$ cat src/rtl/risc16_pkg.sv
// Shared definitions for the 16-bit RISC multi-cycle control path:
// FSM state encoding, opcode classes, ALUOp and PC-source encodings.
package risc16_pkg;

  typedef enum logic [2:0] {
    ST_FETCH  = 3'd0,
    ST_DECODE = 3'd1,
    ST_EXEC   = 3'd2,
    ST_MEM    = 3'd3,
    ST_WB     = 3'd4,
    ST_HALT   = 3'd5
  } state_e;

  localparam logic [3:0] OP_LW       = 4'b0000;
  localparam logic [3:0] OP_SW       = 4'b0001;
  localparam logic [3:0] OP_RTYPE_LO = 4'b0010;
  localparam logic [3:0] OP_RTYPE_HI = 4'b1001;
  localparam logic [3:0] OP_BEQ      = 4'b1011;
  localparam logic [3:0] OP_BNE      = 4'b1100;
  localparam logic [3:0] OP_JMP      = 4'b1101;

  localparam logic [1:0] ALUOP_RTYPE = 2'b00;
  localparam logic [1:0] ALUOP_SUB   = 2'b01;
  localparam logic [1:0] ALUOP_ADD   = 2'b10;

  localparam logic [1:0] PCSRC_PLUS2  = 2'b00;
  localparam logic [1:0] PCSRC_BRANCH = 2'b01;
  localparam logic [1:0] PCSRC_JUMP   = 2'b10;

  // R-type ALU instructions occupy one contiguous opcode range.
  function automatic logic is_rtype(input logic [3:0] op);
    return (op >= OP_RTYPE_LO) && (op <= OP_RTYPE_HI);
  endfunction

endpackage

$ cat src/rtl/multicycle_control_opcode_class_decode.sv
// Combinational opcode-to-class decode. Exactly one class output is high
// for any opcode; anything not recognised lands in illegal_o.
module opcode_class_decode
  import risc16_pkg::*;
(
  input  logic [3:0] opcode_i,
  output logic       lw_o,
  output logic       sw_o,
  output logic       rtype_o,
  output logic       beq_o,
  output logic       bne_o,
  output logic       jmp_o,
  output logic       illegal_o
);

  // One-hot class decode of the instruction-register opcode field.
  always_comb begin
    lw_o      = (opcode_i == OP_LW);
    sw_o      = (opcode_i == OP_SW);
    rtype_o   = is_rtype(opcode_i);
    beq_o     = (opcode_i == OP_BEQ);
    bne_o     = (opcode_i == OP_BNE);
    jmp_o     = (opcode_i == OP_JMP);
    illegal_o = !((opcode_i == OP_LW) || (opcode_i == OP_SW) || is_rtype(opcode_i) ||
                  (opcode_i == OP_BEQ) || (opcode_i == OP_BNE) || (opcode_i == OP_JMP));
  end

endmodule

$ cat src/rtl/multicycle_control.sv
// Multi-cycle main control FSM for the 16-bit RISC core.
// Sequences FETCH -> DECODE -> EXEC -> MEM -> WB and drives ALUOp, register
// file, PC and memory strobes. Memory accesses are handshaked: mem_req stays
// high until and including the cycle mem_ready is seen, and the state moves
// on at the following clock edge. A wait counter bounds every memory access;
// running out of budget sets sticky mem_timeout and parks the FSM in HALT.
//
// Optional build macro MULTICYCLE_ILLEGAL_TRAP_EN: illegal opcodes seen in
// DECODE set sticky illegal_op and go to HALT. Without it illegal opcodes
// behave as NOPs (PC already advanced in FETCH) and illegal_op is tied low.
//
// state_dbg exposes the current FSM state for checkers and debug.
module multicycle_control
  import risc16_pkg::*;
#(
  parameter int unsigned WAIT_MAX = 15
) (
  input  logic       clk,
  input  logic       rst_n,
  input  logic [3:0] opcode,
  input  logic       zero,
  input  logic       mem_ready,
  output logic       mem_req,
  output logic       mem_read,
  output logic       mem_write,
  output logic       ir_load,
  output logic       pc_write,
  output logic [1:0] pc_src,
  output logic [1:0] alu_op,
  output logic       alu_src,
  output logic       reg_write,
  output logic       mem_to_reg,
  output logic       busy,
  output logic       mem_timeout,
  output logic       illegal_op,
  output logic [2:0] state_dbg
);

  // The access times out on the wait cycle that would bring the counter to
  // WAIT_MAX; a mem_ready in that same cycle still completes the access.
  localparam logic [7:0] WAIT_LAST = 8'(WAIT_MAX - 1);

  state_e     state_q, state_d;
  logic [7:0] cnt_q, cnt_d;
  logic       timeout_q, timeout_d;

  logic       cls_lw, cls_sw, cls_rtype, cls_beq, cls_bne, cls_jmp, cls_illegal;

`ifdef MULTICYCLE_ILLEGAL_TRAP_EN
  logic       illegal_q;
  logic       illegal_set;
`endif

  opcode_class_decode u_decode (
    .opcode_i  (opcode),
    .lw_o      (cls_lw),
    .sw_o      (cls_sw),
    .rtype_o   (cls_rtype),
    .beq_o     (cls_beq),
    .bne_o     (cls_bne),
    .jmp_o     (cls_jmp),
    .illegal_o (cls_illegal)
  );

  // Next-state and output decode; mem_ready and zero gate pulses in-cycle.
  always_comb begin
    state_d    = state_q;
    timeout_d  = timeout_q;
    mem_req    = 1'b0;
    mem_read   = 1'b0;
    mem_write  = 1'b0;
    ir_load    = 1'b0;
    pc_write   = 1'b0;
    pc_src     = PCSRC_PLUS2;
    alu_op     = ALUOP_RTYPE;
    alu_src    = 1'b0;
    reg_write  = 1'b0;
    mem_to_reg = 1'b0;
    busy       = 1'b1;
`ifdef MULTICYCLE_ILLEGAL_TRAP_EN
    illegal_set = 1'b0;
`endif
    case (state_q)
      ST_FETCH: begin
        mem_req  = 1'b1;
        mem_read = 1'b1;
        if (mem_ready) begin
          ir_load  = 1'b1;
          pc_write = 1'b1;
          pc_src   = PCSRC_PLUS2;
          state_d  = ST_DECODE;
        end else if (cnt_q == WAIT_LAST) begin
          timeout_d = 1'b1;
          state_d   = ST_HALT;
        end
      end
      ST_DECODE: begin
        if (cls_jmp) begin
          pc_write = 1'b1;
          pc_src   = PCSRC_JUMP;
          state_d  = ST_FETCH;
        end else if (cls_illegal) begin
`ifdef MULTICYCLE_ILLEGAL_TRAP_EN
          illegal_set = 1'b1;
          state_d     = ST_HALT;
`else
          state_d     = ST_FETCH;
`endif
        end else begin
          state_d = ST_EXEC;
        end
      end
      ST_EXEC: begin
        if (cls_lw || cls_sw) begin
          alu_op  = ALUOP_ADD;
          alu_src = 1'b1;
          state_d = ST_MEM;
        end else if (cls_rtype) begin
          alu_op  = ALUOP_RTYPE;
          alu_src = 1'b0;
          state_d = ST_WB;
        end else if (cls_beq || cls_bne) begin
          alu_op   = ALUOP_SUB;
          pc_src   = PCSRC_BRANCH;
          pc_write = cls_beq ? zero : !zero;
          state_d  = ST_FETCH;
        end else begin
          state_d = ST_FETCH;
        end
      end
      ST_MEM: begin
        alu_op    = ALUOP_ADD;
        mem_req   = 1'b1;
        mem_read  = cls_lw;
        mem_write = cls_sw;
        if (mem_ready) begin
          state_d = cls_lw ? ST_WB : ST_FETCH;
        end else if (cnt_q == WAIT_LAST) begin
          timeout_d = 1'b1;
          state_d   = ST_HALT;
        end
      end
      ST_WB: begin
        reg_write  = 1'b1;
        mem_to_reg = cls_lw;
        state_d    = ST_FETCH;
      end
      ST_HALT: begin
        busy = 1'b0;
      end
      default: begin
        state_d = ST_FETCH;
      end
    endcase
  end

  // Wait counter: counts unanswered request cycles, zero whenever no request
  // is outstanding, so it is already clear on entry to FETCH and MEM.
  always_comb begin
    cnt_d = 8'd0;
    if (mem_req && !mem_ready) begin
      cnt_d = cnt_q + 8'd1;
    end
  end

  // State, wait counter and sticky timeout flag.
  always_ff @(posedge clk or negedge rst_n) begin
    if (!rst_n) begin
      state_q   <= ST_FETCH;
      cnt_q     <= 8'd0;
      timeout_q <= 1'b0;
    end else begin
      state_q   <= state_d;
      cnt_q     <= cnt_d;
      timeout_q <= timeout_d;
    end
  end

`ifdef MULTICYCLE_ILLEGAL_TRAP_EN
  // Sticky illegal-opcode flag, cleared only by reset.
  always_ff @(posedge clk or negedge rst_n) begin
    if (!rst_n) begin
      illegal_q <= 1'b0;
    end else if (illegal_set) begin
      illegal_q <= 1'b1;
    end
  end
  assign illegal_op = illegal_q;
`else
  assign illegal_op = 1'b0;
`endif

  assign mem_timeout = timeout_q;
  assign state_dbg   = state_q;

endmodule

$ cat config.mk
export PLATFORM = sky130hd
export DESIGN_NAME = multicycle_control
export DESIGN_NICKNAME = d
export VERILOG_FILES = /design/src/rtl/risc16_pkg.sv /design/src/rtl/multicycle_control_opcode_class_decode.sv /design/src/rtl/multicycle_control.sv
export SDC_FILE = /design/constraint.sdc
export NUM_CORES = 1
export LEC_CHECK = 0
export CORE_MARGIN = 10
export CORE_UTILIZATION = 45
export DETAILED_ROUTE_END_ITERATION = 8
export PLACE_DENSITY = 0.86
export SYNTH_ARGS = -nofsm -noshare
export SYNTH_HDL_FRONTEND = slang
export SYNTH_SLANG_ARGS = --single-unit
$ cat constraint.sdc
create_clock -name clk -period 1.9 [get_ports clk]
set_input_delay 0.19 -clock clk [delete_from_list [all_inputs] [get_ports clk]]
set_output_delay 0.19 -clock clk [all_outputs]
set_load 0.02 [all_outputs]
== Word-level counts from Yosys, hierarchy flattened ==
Cells that the tools add are included.
Word-level totals
  word-level logic and storage cells: 64
  flip-flop bits (word level): 12
  output and inout bits: 18
Cells by class
  eq/ne operators: 10
  reduce and logical (&&, ||, !) cells: 14
  bitwise operators: 1
  order comparisons: 2
  $add $sub $neg: 1
  mux-type cells: 33
Operators by type and width (number)
  $mux 3: 6
  $mux 1: 17
  $pmux 3 s5: 1
  $eq 4x4->1 const B: 3
  $add 8x1->8 const B: 1
  $eq 8x4->1 const B: 1
  $mux 2: 4
  $mux 8: 1
  $pmux 2 s2: 2
  $eq 3x2->1 const B: 2
  $eq 3x3->1 const B: 2
  $logic_or 1x1->1: 6
  $eq 4x1->1 const B: 1
  $ge 4x2->1 const B: 1
  $le 4x4->1 const B: 1
  $logic_not 4->1: 1
  $eq 3x1->1 const B: 1
  $logic_not 3->1: 1
  $pmux 1 s3: 1
  $reduce_and 3->1: 1
  $logic_and 1x1->1: 2
  $logic_not 1->1: 2
  $pmux 1 s2: 1
  $reduce_or 2->1: 1
  $not 1->1: 1

== Logic depth before layout (Yosys ltp) ==
Gate-level depths: netlist (run 1).
  depth in word-level cells: 9
  mapped depth: 5
  gate-level depth less buffers: 5

== Cells and area by module ==
A second synthesis (run 1) with hierarchy kept.
Unflattened totals
  cells, all modules: 98
  area, all modules: 840.8 sq um
Modules (own cells, without submodules)
  multicycle_control: seq. area each 300.3 sq um, area each 765.7 sq um, instances 1, cells an instance 87
  opcode_class_decode: seq. area each 0.0 sq um, area each 75.1 sq um, instances 1, cells an instance 11

== Least setup slack after synthesis (run 1) ==
No wires, ideal clock.
  path kind: register -> output
  start: register state_q[0], in the netlist state_dbg[0]
  end: output pc_write
  path buffers: 1
  required time: 1.710 ns
  arrival time: 1.961 ns
  setup slack: -0.251 ns
  cell stages (with the launch flop): 5
  path through: dfrtp_1 -> clkbuf_1 -> nand2b_1 -> nor4_1 -> a311o_1
Between the ends
  word-level cells in the longest chain between the ends: 2
Ends and longest elaborated chain
  from (decl): RTL line multicycle_control.sv:43  | state_e state_q, state_d;
  from (signal assigned): RTL line multicycle_control.sv:173  | state_q <= state_d;
  $eq 3x2->1 (tied with other cells): RTL line multicycle_control.sv:83  | case (state_q)
  $pmux 1 s3 *: RTL line multicycle_control.sv:83
  to (decl): RTL line multicycle_control.sv:27  | output logic pc_write,
Mark *: on every way between the ends. The rest lies on a longest branch, timed or not.

== Worst setup path after layout (run 1) ==
  start: input opcode[1]
  end: output mem_read
Between the ends
  word-level cells in the longest chain between the ends: 2
Ends and longest elaborated chain
  from (decl): RTL line multicycle_control.sv:20  | input logic [3:0] opcode,
  $logic_not 4->1: RTL line multicycle_control_opcode_class_decode.sv:18  | lw_o = (opcode_i == OP_LW);
  $pmux 1 s2: RTL line multicycle_control.sv:83
  to (decl): RTL line multicycle_control.sv:24  | output logic mem_read,
Every way passes these cells.

==> reports/summary.txt, run 1 <==
Status: complete, but fails checks
Failing checks: negative setup slack
Cts bufs inserted: 3
CTS tree: done
Worst path required time: 1.71 ns
Most used DFF post-synth: dfrtp_1
Adder-cell share of the synthesized area: 0.0307
Largest net degree at the start of global routing: 13
DRT iter0 DRCs: 9
Initial Util: 0.472
Utilization after layout: 0.715
Root Driver: clkbuf_4
CTS clk-pin slew, worst paths: 0.08 ns
Residual DRC count: 0
Total gr overflow: 0
Finished Cell Area: 0.00123 mm2
VDD IR-drop max: 0.000534 V
Sw frac: 0.415
Die area: 0.00391 mm2
Startpoint Class: primary input
Slew @ Worst Pin: 0.517 ns
Headroom to the max-slew limit: 0.654
Post-CTS setup buffer count: 0
Crit-path max FO: 5
Worst-path cell chain: clkdlybuf4s50_1 > nor4_1 > buf_4 > nand3_1 > a21oi_1 > clkdlybuf4s15_1
Kind of critical path: primary input to output port
Post-place instance area: 0.00120 mm2
Slowest cell on crit path: clkdlybuf4s50_1
Synth Area in XOR/XNOR: 0.0430
Setup TNS: -0.00382 ns
Cell Area, Synth: 815 um2
YS warnings: 0
FF+latch count, synth: 12
ANT nets after route: 0
P per Cell Area: 1060 mW/mm2
All-Layer GR Usage: 0.113
Avg WL per Cell: 14.7 um
Clock insertion delay at the later pin of the skew report: 0.27 ns
CTS Hold Bufs: 0
Mux cell area share after synthesis: 0.0276
PnR worst setup slack: -0.00382 ns
Mean number of vias per cell: 5.36
# diodes: 0
Core ar.: 0.00173 mm2
Nets: 142
Fillers: 142
Worst path top cell family by delay: buffers and inverters
CP endpoint kind: output port
Layout area overhead: 51.6%
Area fraction in and, or, nand and nor cells after synthesis: 0.312
Sequential Power Share: 0.268
Multi-input logic area: 515 um2
Pre-CTS setup slack: -0.277 ns
Fin crit share: 1.00
GP Congestion: 0.827
Period minus WS final: 1.90 ns
Async S/R FF share, synth: 1.00
Leak: 0.582 nW
P_int: 769 uW
Number of global-route vias before repair: 867
IO Port Bufs: 24
Synth Area in Compound Gates: 0.167
Vias: 836
Initial antenna violation count: 0
Final setup vio count: 1
MaxCap Viol Count: 0
Mean post-synth cell area: 8.76 um2
Drt pass-1 iters: 6
Max Transition Viols Final: 0
Combinational fraction of design power: 0.579
Die width: 62.5 um
Crit path buf inv count: 3
Dpl hpwl: 1760 um
CP max stage delay: 0.49 ns
Clock share of power: 0.153
Final Skew: 0.00198 ns
Seq/Total Area, Yosys: 0.369
Io pins: 26
# clock sinks: 12
Final Hold Viols: 0
Htree depth: 1
F_max: 525 MHz
Post-Syn Nets: 103
Clock Path Buffers: 2
Distinct cells, synth: 38
Die Y: 62.5 um
Number of flops mapped to enable cells by yosys: 0
Global-route wire length before repair: 3860 um
Mapped Cells: 93
Register area: 300 um2
Final wirelength: 2290 um
Switching power: 545 uW
Arr. time, crit path: 1.71 ns
Row Count: 15
Ratio of cells with drive above 1 in the final layout: 0.267
Main combinational cell family by area after synthesis: simple AND/OR/NAND/NOR gates
Finished Layout Cells: 156
Cell count after placement: 152
HP Class: primary input to asynchronous set/reset pin
-- flip-flops by register name, indices dropped and copies added, names as in the netlist --
register,flops
state_dbg,3
mem_timeout,1
cnt_q,8
-- path summary, 6_finish.rpt --
path,from,end,slack [ns],depth (start not counted)
setup / recovery,opcode[1],mem_read,-0.004,6
hold / removal,rst_n,cnt_q[6]$_DFF_PN0_,0.26,1
setup reg to reg,cnt_q[0]$_DFF_PN0_,state_dbg[1]$_DFFE_PN0P_,0.16,5
hold reg to reg,mem_timeout$_DFFE_PN0P_,mem_timeout$_DFFE_PN0P_,0.48,1
max in group asynchronous,rst_n,mem_timeout$_DFFE_PN0P_,1.30,1
min in group clk,opcode[3],state_dbg[2]$_DFFE_PN0P_,0.40,4
-- through the flow --
stage                     hold slack [ns]  power [mW]
final                               0.257        1.31
after global routing                0.279        1.41
after CTS                           0.268        1.32
after detailed placement            0.466        1.16
after global placement              0.465        1.14
after floorplan                    -0.106       0.782
-- placed cells by master (no fill, tap or decap), types with 3 or more instances in the layout --
master and count:
clkbuf_2 3, clkbuf_4 3, nor2_1 8, inv_1 3
or3_1 3, clkdlybuf4s50_1 9, nand3_1 5, a21oi_1 4
dlygate4sd2_1 6, o21ai_0 3, and3_1 3, dlymetal6s2s_1 3
o31ai_1 3, dfrtp_1 12, nand2_1 5, buf_4 16
-- worst reg2reg max path: cells and delay by family (launching register included) --
family	cells	cell delay [ns]
AOI/OAI and AO/OA	1	0.26
adders and majority gates	1	0.13
buffers and inverters	1	0.06
DFF	1	0.38
and+or+nand+nor	2	0.80
-- kinds of logic (layout without fill, tap and decap cells) --
| group | count (synthesis) | in the layout |
|---|---|---|
| DFF | 12 | 12 |
| adders and majority gates | 2 | 2 |
| muxes | 2 | 2 |
| buffers and inverters | 9 | 47 |
| AOI/OAI and AO/OA | 20 | 20 |
| xor gates and xnor gates | 4 | 4 |
| and+or+nand+nor | 43 | 43 |
| other | 1 | 1 |
-- area by class of cell --
cell class              instances  share of cell area
multi-input cells              72               0.417
flip-flops and latches         12               0.243
clock buffers                   4              0.0294
well taps                      25              0.0253
inverters                       3             0.00912
repair buffers                 40               0.276
-- Yosys cell counts (3+ instances only) --
library cell | n | share of area
and3_1 | 3 | 0.023
o21ai_0 | 4 | 0.025
nor2_1 | 8 | 0.037
o31ai_1 | 3 | 0.028
nor4_1 | 3 | 0.023
inv_1 | 3 | 0.014
nand2_1 | 5 | 0.023
a21oi_1 | 4 | 0.025
clkbuf_1 | 5 | 0.023
dfrtp_1 | 12 | 0.37
or3_1 | 3 | 0.023
nand3_1 | 5 | 0.031
-- power groups by stage --
| stage | sequential (mW) | combinational [mW] | clock [mW] |
|---|---|---|---|
| 2_1_floorplan | 0.363 | 0.419 | 0 |
| 3_3_place_gp | 0.350 | 0.793 | 0 |
| 3_5_place_dp | 0.355 | 0.802 | 0 |
| 4_1_cts | 0.350 | 0.760 | 0.204 |
| 5_1_grt | 0.359 | 0.835 | 0.212 |
| 6_report | 0.352 | 0.761 | 0.201 |
-- per-layer routing --
layer  global-route usage  up-vias  wire length, um
met4               0.0363        0                6
met2                0.192       24             1150
met3               0.0251        2              100
met5                    0        -                0
li1                     -      415                -
met1                0.137      395             1040
-- what timing repair did --
action | 4_1_cts | 5_1_grt
hold endpoints to repair | 0 | 0
endpoints found under the setup margin | 12 | 7
gates resized for setup | 15 | 17
pin swaps | 0 | 2
Power figures use the tool's default switching activity.
==> run 2: changes to the inputs <==
--- a/config.mk
+++ b/config.mk
@@ -8,6 +8,7 @@
 export CORE_MARGIN = 10
 export CORE_UTILIZATION = 45
 export DETAILED_ROUTE_END_ITERATION = 8
+export MAX_ROUTING_LAYER = met4
 export PLACE_DENSITY = 0.86
 export SYNTH_ARGS = -nofsm -noshare
 export SYNTH_HDL_FRONTEND = slang
==> run 2 against run 1 <==
The flow still finishes with violations (negative setup slack). Combinational power about the same. Non-clock buffer count unchanged. Flip-flop and latch count unchanged. Register-to-register slack about the same. Sequential power about the same. Cell area unchanged. Critical endpoint unchanged.
==> reports/summary.txt, run 2 (synthesized netlist as in run 1, its figures left out) <==
Post-CTS setup buffer count: 0 (unchanged)
Layout area overhead: 51.6% (unchanged)
Largest net degree at the start of global routing: 13 (unchanged)
# clock sinks: 12 (unchanged)
Global-route wire length before repair: 3860 um (unchanged)
Utilization after layout: 0.715 (unchanged)
Cts bufs inserted: 3 (unchanged)
Max Transition Viols Final: 0 (unchanged)
Failing checks: negative setup slack
CP max stage delay: 0.49 ns (about the same)
Reg2Reg Depth: 5 (unchanged)
MaxCap Viol Count: 0 (unchanged)
Ratio of cells with drive above 1 in the final layout: 0.267 (unchanged)
Worst path required time: 1.71 ns (about the same)
Vias: 838 (+0.24%)
Die Y: 62.5 um (unchanged)
R2R Setup Slk: 0.16 ns (about the same)
Die width: 62.5 um (unchanged)
Cell count after placement: 152 (unchanged)
CP endpoint kind: output port
HP Class: primary input to asynchronous set/reset pin
Worst-path cell chain: clkdlybuf4s50_1 > nor4_1 > buf_4 > nand3_1 > a21oi_1 > clkdlybuf4s15_1
Post-place instance area: 0.00120 mm2 (unchanged)
Startpoint Class: primary input
Final Skew: 0.000467 ns (-0.00152 ns)
Initial antenna violation count: 0 (unchanged)
Drt pass-1 iters: 4 (-2)
Leak: 0.582 nW (unchanged)
All-Layer GR Usage: 0.116 (+0.00305)
Final wirelength: 2290 um (-0.13%)
Slew @ Worst Pin: 0.516 ns (-0.000722 ns)
Hold WS: 0.257 ns (-0.000292 ns)
Kind of critical path: primary input to output port
IO Port Bufs: 24 (unchanged)
Die area: 0.00391 mm2 (unchanged)
GP Congestion: 0.839 (+1.5%)
Final Hold Viols: 0 (unchanged)
Arr. time, crit path: 1.71 ns (about the same)
Fin crit share: 1.00 (about the same)
Headroom to the max-slew limit: 0.655 (about the same)
Initial Util: 0.472 (unchanged)
Fillers: 142 (unchanged)
Post-layout power: 1.31 mW (about the same)
# diodes: 0 (unchanged)
Core ar.: 0.00173 mm2 (unchanged)
Crit-path max FO: 5 (unchanged)
Commonest non-fill, non-tap cell in the layout: buf_4
Slowest cell on crit path: clkdlybuf4s50_1
Setup TNS: -0.00459 ns (-0.000770 ns)
Reg2Reg Launch Point: cnt_q[0]$_DFF_PN0_
Switching power: 544 uW (about the same)
Reg with most FFs: cnt_q
Finished Cell Area: 0.00123 mm2 (unchanged)
Sequential Power Share: 0.268 (about the same)
Io pins: 26 (unchanged)
Final setup vio count: 1 (unchanged)
Most frequent cells in the layout: 16 x buf_4, 12 x dfrtp_1, 9 x clkdlybuf4s50_1
Htree depth: 1 (unchanged)
VDD IR-drop max: 0.000528 V (-1.1%)
CTS clk-pin slew, worst paths: 0.07 ns (about the same)
Clock insertion delay at the later pin of the skew report: 0.27 ns (about the same)
Avg WL per Cell: 14.7 um (-0.13%)
PnR worst setup slack: -0.00459 ns (-0.000770 ns)
Number of global-route vias before repair: 864 (-0.35%)
Clock share of power: 0.153 (about the same)
P per Cell Area: 1060 mW/mm2 (about the same)
Period minus WS final: 1.90 ns (+0.000770 ns)
P_int: 769 uW (about the same)
Reg2reg end: state_dbg[1]$_DFFE_PN0P_
Pre-CTS setup slack: -0.277 ns (unchanged)
ANT nets after route: 0 (unchanged)
Nets: 142 (unchanged)
Dpl hpwl: 1760 um (unchanged)
Largest register FFs: 8 (unchanged)
Sw frac: 0.415 (about the same)
Root Driver: clkbuf_4
DRT iter0 DRCs: 4 (-5)
Status: complete, but fails checks
Clock Path Buffers: 2 (unchanged)
Residual DRC count: 0 (unchanged)
Total gr overflow: 0 (unchanged)
F_max: 525 MHz (about the same)
Mean number of vias per cell: 5.37 (+0.24%)
Finished Layout Cells: 156 (unchanged)
Row Count: 15 (unchanged)
Combinational fraction of design power: 0.579 (about the same)
CTS tree: done
==> run 2: how the worst max path moves through the flow <==
stage	startpoint	endpoint	slack, ns	depth (start not counted)
after floorplan	state_dbg[0]$_DFFE_PN0P_	pc_write	0.03	4
after global placement	opcode[1]	mem_read	-0.24	6
after detailed placement	opcode[1]	alu_src	-0.28	5
after CTS	state_dbg[0]$_DFFE_PN0P_	pc_write	0.006	4
after global routing	opcode[1]	mem_read	-0.05	6
final	opcode[1]	mem_read	-0.005	6
==> run 2: layout make-up <==
class	count	area, um2	area share
clock buffers	4	36.3	0.0294
flip-flops and latches	12	300	0.243
well taps	25	31.3	0.0253
multi-input cells	72	515	0.417
inverters	3	11.3	0.00912
repair buffers	40	340	0.276
==> run 2: layer usage <==
layer	up-vias	GRT usage	wire length [um]
met5	-	-	0
met4	0	0.0363	27
met3	4	0.0233	94
met2	26	0.192	1130
met1	393	0.138	1040
li1	415	-	-
==> run 2: what timing repair did <==
action | 4_1_cts | 5_1_grt
hold buffers | 0 | 0
pin swaps | 0 | 2
setup endpoints to repair | 12 | 7
resized for setup | 15 | 17
==> run 2: critical path, delay by kind of cell <==
kind	cells	cell delay, ns
and+or+nand+nor	2	0.39
AOI/OAI and AO/OA	1	0.16
buffers and inverters	3	0.97
==> run 2: power by group through the flow <==
stage               registers, mW  clock network (mW)  logic (mW)
finish                      0.352               0.201       0.761
global route                0.359               0.212       0.835
CTS                         0.350               0.204       0.760
detailed placement          0.355                   0       0.802
global placement            0.350                   0       0.793
floorplan                   0.363                   0       0.419
==> run 3: changes to the inputs <==
--- a/config.mk
+++ b/config.mk
@@ -10,6 +10,7 @@
 export DETAILED_ROUTE_END_ITERATION = 8
 export MAX_ROUTING_LAYER = met4
 export PLACE_DENSITY = 0.86
+export SKIP_CTS_REPAIR_TIMING = 1
 export SYNTH_ARGS = -nofsm -noshare
 export SYNTH_HDL_FRONTEND = slang
 export SYNTH_SLANG_ARGS = --single-unit
==> run 3 against run 2 <==
The run still ends with negative setup slack left. Clock skew about the same. Worst hold slack hardly changed. Clock-buffer cell count stayed put. Register-to-register slack is essentially flat. Via count rose by 0.84%. Critical endpoint is now pc_write. Largest power group unchanged. Highest routed layer unchanged.
==> reports/summary.txt, run 3 (synthesized netlist as in run 1, its figures left out) <==
Reg with most FFs: cnt_q
Io pins: 26 (unchanged)
Avg WL per Cell: 15.0 um (+2.3%)
F_max: 522 MHz (-0.62%)
Final wirelength: 2340 um (+2.3%)
Final Skew: 0.000467 ns (+0.0000000830 ns)
Root Driver: clkbuf_4
Kind of critical path: primary input to output port
Largest net degree at the start of global routing: 13 (unchanged)
Crit-path max FO: 7 (+2)
Final Hold Viols: 0 (unchanged)
Clock insertion delay at the later pin of the skew report: 0.27 ns (about the same)
GP Congestion: 0.839 (unchanged)
Failing checks: negative setup slack
HP Class: primary input to asynchronous set/reset pin
Most frequent cells in the layout: 16 x buf_4, 13 x dlymetal6s2s_1, 12 x dfrtp_1
Nets: 142 (unchanged)
Core ar.: 0.00173 mm2 (unchanged)
Commonest non-fill, non-tap cell in the layout: buf_4
R2R Setup Slk: 0.16 ns (about the same)
VDD IR-drop max: 0.000530 V (+0.34%)
DRT iter0 DRCs: 15 (+11)
Fin crit share: 1.01 (+0.00626)
Clock Path Buffers: 2 (unchanged)
Ratio of cells with drive above 1 in the final layout: 0.214 (-0.0534)
Status: complete, but fails checks
PnR worst setup slack: -0.0165 ns (-0.0119 ns)
Initial Util: 0.472 (unchanged)
Post-place instance area: 0.00120 mm2 (unchanged)
Total gr overflow: 0 (unchanged)
CP endpoint kind: output port
Cts bufs inserted: 3 (unchanged)
Mean number of vias per cell: 5.42 (+0.84%)
Number of global-route vias before repair: 860 (-0.46%)
ANT nets after route: 0 (unchanged)
MaxCap Viol Count: 0 (unchanged)
Drt pass-1 iters: 4 (unchanged)
Startpoint Class: primary input
Residual DRC count: 0 (unchanged)
Vias: 845 (+0.84%)
Period minus WS final: 1.92 ns (+0.0119 ns)
Worst path required time: 1.71 ns (about the same)
Max Transition Viols Final: 0 (unchanged)
IO Port Bufs: 24 (unchanged)
Arr. time, crit path: 1.73 ns (+0.02 ns)
# clock sinks: 12 (unchanged)
Die width: 62.5 um (unchanged)
All-Layer GR Usage: 0.114 (-0.00262)
Global-route wire length before repair: 3790 um (-1.8%)
Setup TNS: -0.0165 ns (-0.0119 ns)
Finished Cell Area: 0.00127 mm2 (+3.1%)
Layout area overhead: 56.4%
CTS tree: done
Largest register FFs: 8 (unchanged)
# diodes: 0 (unchanged)
Initial antenna violation count: 0 (unchanged)
Die area: 0.00391 mm2 (unchanged)
Unrepaired setup endpoints after global routing: yes
Final setup vio count: 1 (unchanged)
Leak: 0.724 nW (+24%)
Dpl hpwl: 1760 um (unchanged)
Die Y: 62.5 um (unchanged)
Slew @ Worst Pin: 0.516 ns (unchanged)
P per Cell Area: 1050 mW/mm2 (-1.0%)
CTS clk-pin slew, worst paths: 0.07 ns (about the same)
Htree depth: 1 (unchanged)
Row Count: 15 (unchanged)
Headroom to the max-slew limit: 0.655 (unchanged)
## run 3: worst max-delay path, stage by stage
cell and delay (ns):
clkdlybuf4s50_1 0.61, nand2b_1 0.19, o31ai_1 0.30, a311o_1 0.21, dlymetal6s2s_1 0.23
## run 3: through the flow
stage	total power, mW	hold WS (ns)	util	setup slack, ns	cells
2_1_floorplan	0.782	-0.106	-	0.0282	93
3_3_place_gp	1.14	0.465	0.695	-0.241	152
3_5_place_dp	1.16	0.466	0.695	-0.277	152
4_1_cts	1.36	0.268	0.716	-0.347	156
5_1_grt	1.43	0.279	0.738	-0.0786	156
6_report	1.34	0.257	0.738	-0.0165	156
## run 3: path summary, 6_finish.rpt
| path | to | cells after the start | from |
|---|---|---|---|
| max | pc_write | 5 | opcode[2] |
| min | cnt_q[6]$_DFF_PN0_ | 1 | rst_n |
| max reg2reg | state_dbg[1]$_DFFE_PN0P_ | 5 | cnt_q[0]$_DFF_PN0_ |
| min reg2reg | mem_timeout$_DFFE_PN0P_ | 1 | mem_timeout$_DFFE_PN0P_ |
| max in group asynchronous | mem_timeout$_DFFE_PN0P_ | 1 | rst_n |
| min in group clk | mem_timeout$_DFFE_PN0P_ | 1 | mem_timeout$_DFFE_PN0P_ |
## run 3: power breakdown
| group | total, mW | switching (mW) | internal, mW |
|---|---|---|---|
| clock | 0.201 | 0.0841 | 0.116 |
| sequential | 0.351 | 0.0534 | 0.298 |
| combinational | 0.789 | 0.400 | 0.388 |
| total | 1.34 | 0.538 | 0.802 |
## run 3: cell type report
| cell class | count | area [um2] |
|---|---|---|
| multi-input cells | 72 | 502 |
| fillers | 131 | 453 |
| inverters | 3 | 11.3 |
| clock buffers | 4 | 36.3 |
| flip-flops and latches | 12 | 300 |
| repair buffers | 40 | 393 |
| well taps | 25 | 31.3 |
## run 3: layer usage
| metal | GRT usage | vias up | share of wire | wire length, um |
|---|---|---|---|---|
| met3 | 0.0269 | 4 | 0.044 | 102 |
| met2 | 0.188 | 29 | 0.50 | 1180 |
| met5 | - | - | 0 | 0 |
| li1 | - | 414 | - | - |
| met1 | 0.132 | 398 | 0.44 | 1030 |
| met4 | 0.0363 | 0 | 0.012 | 27 |
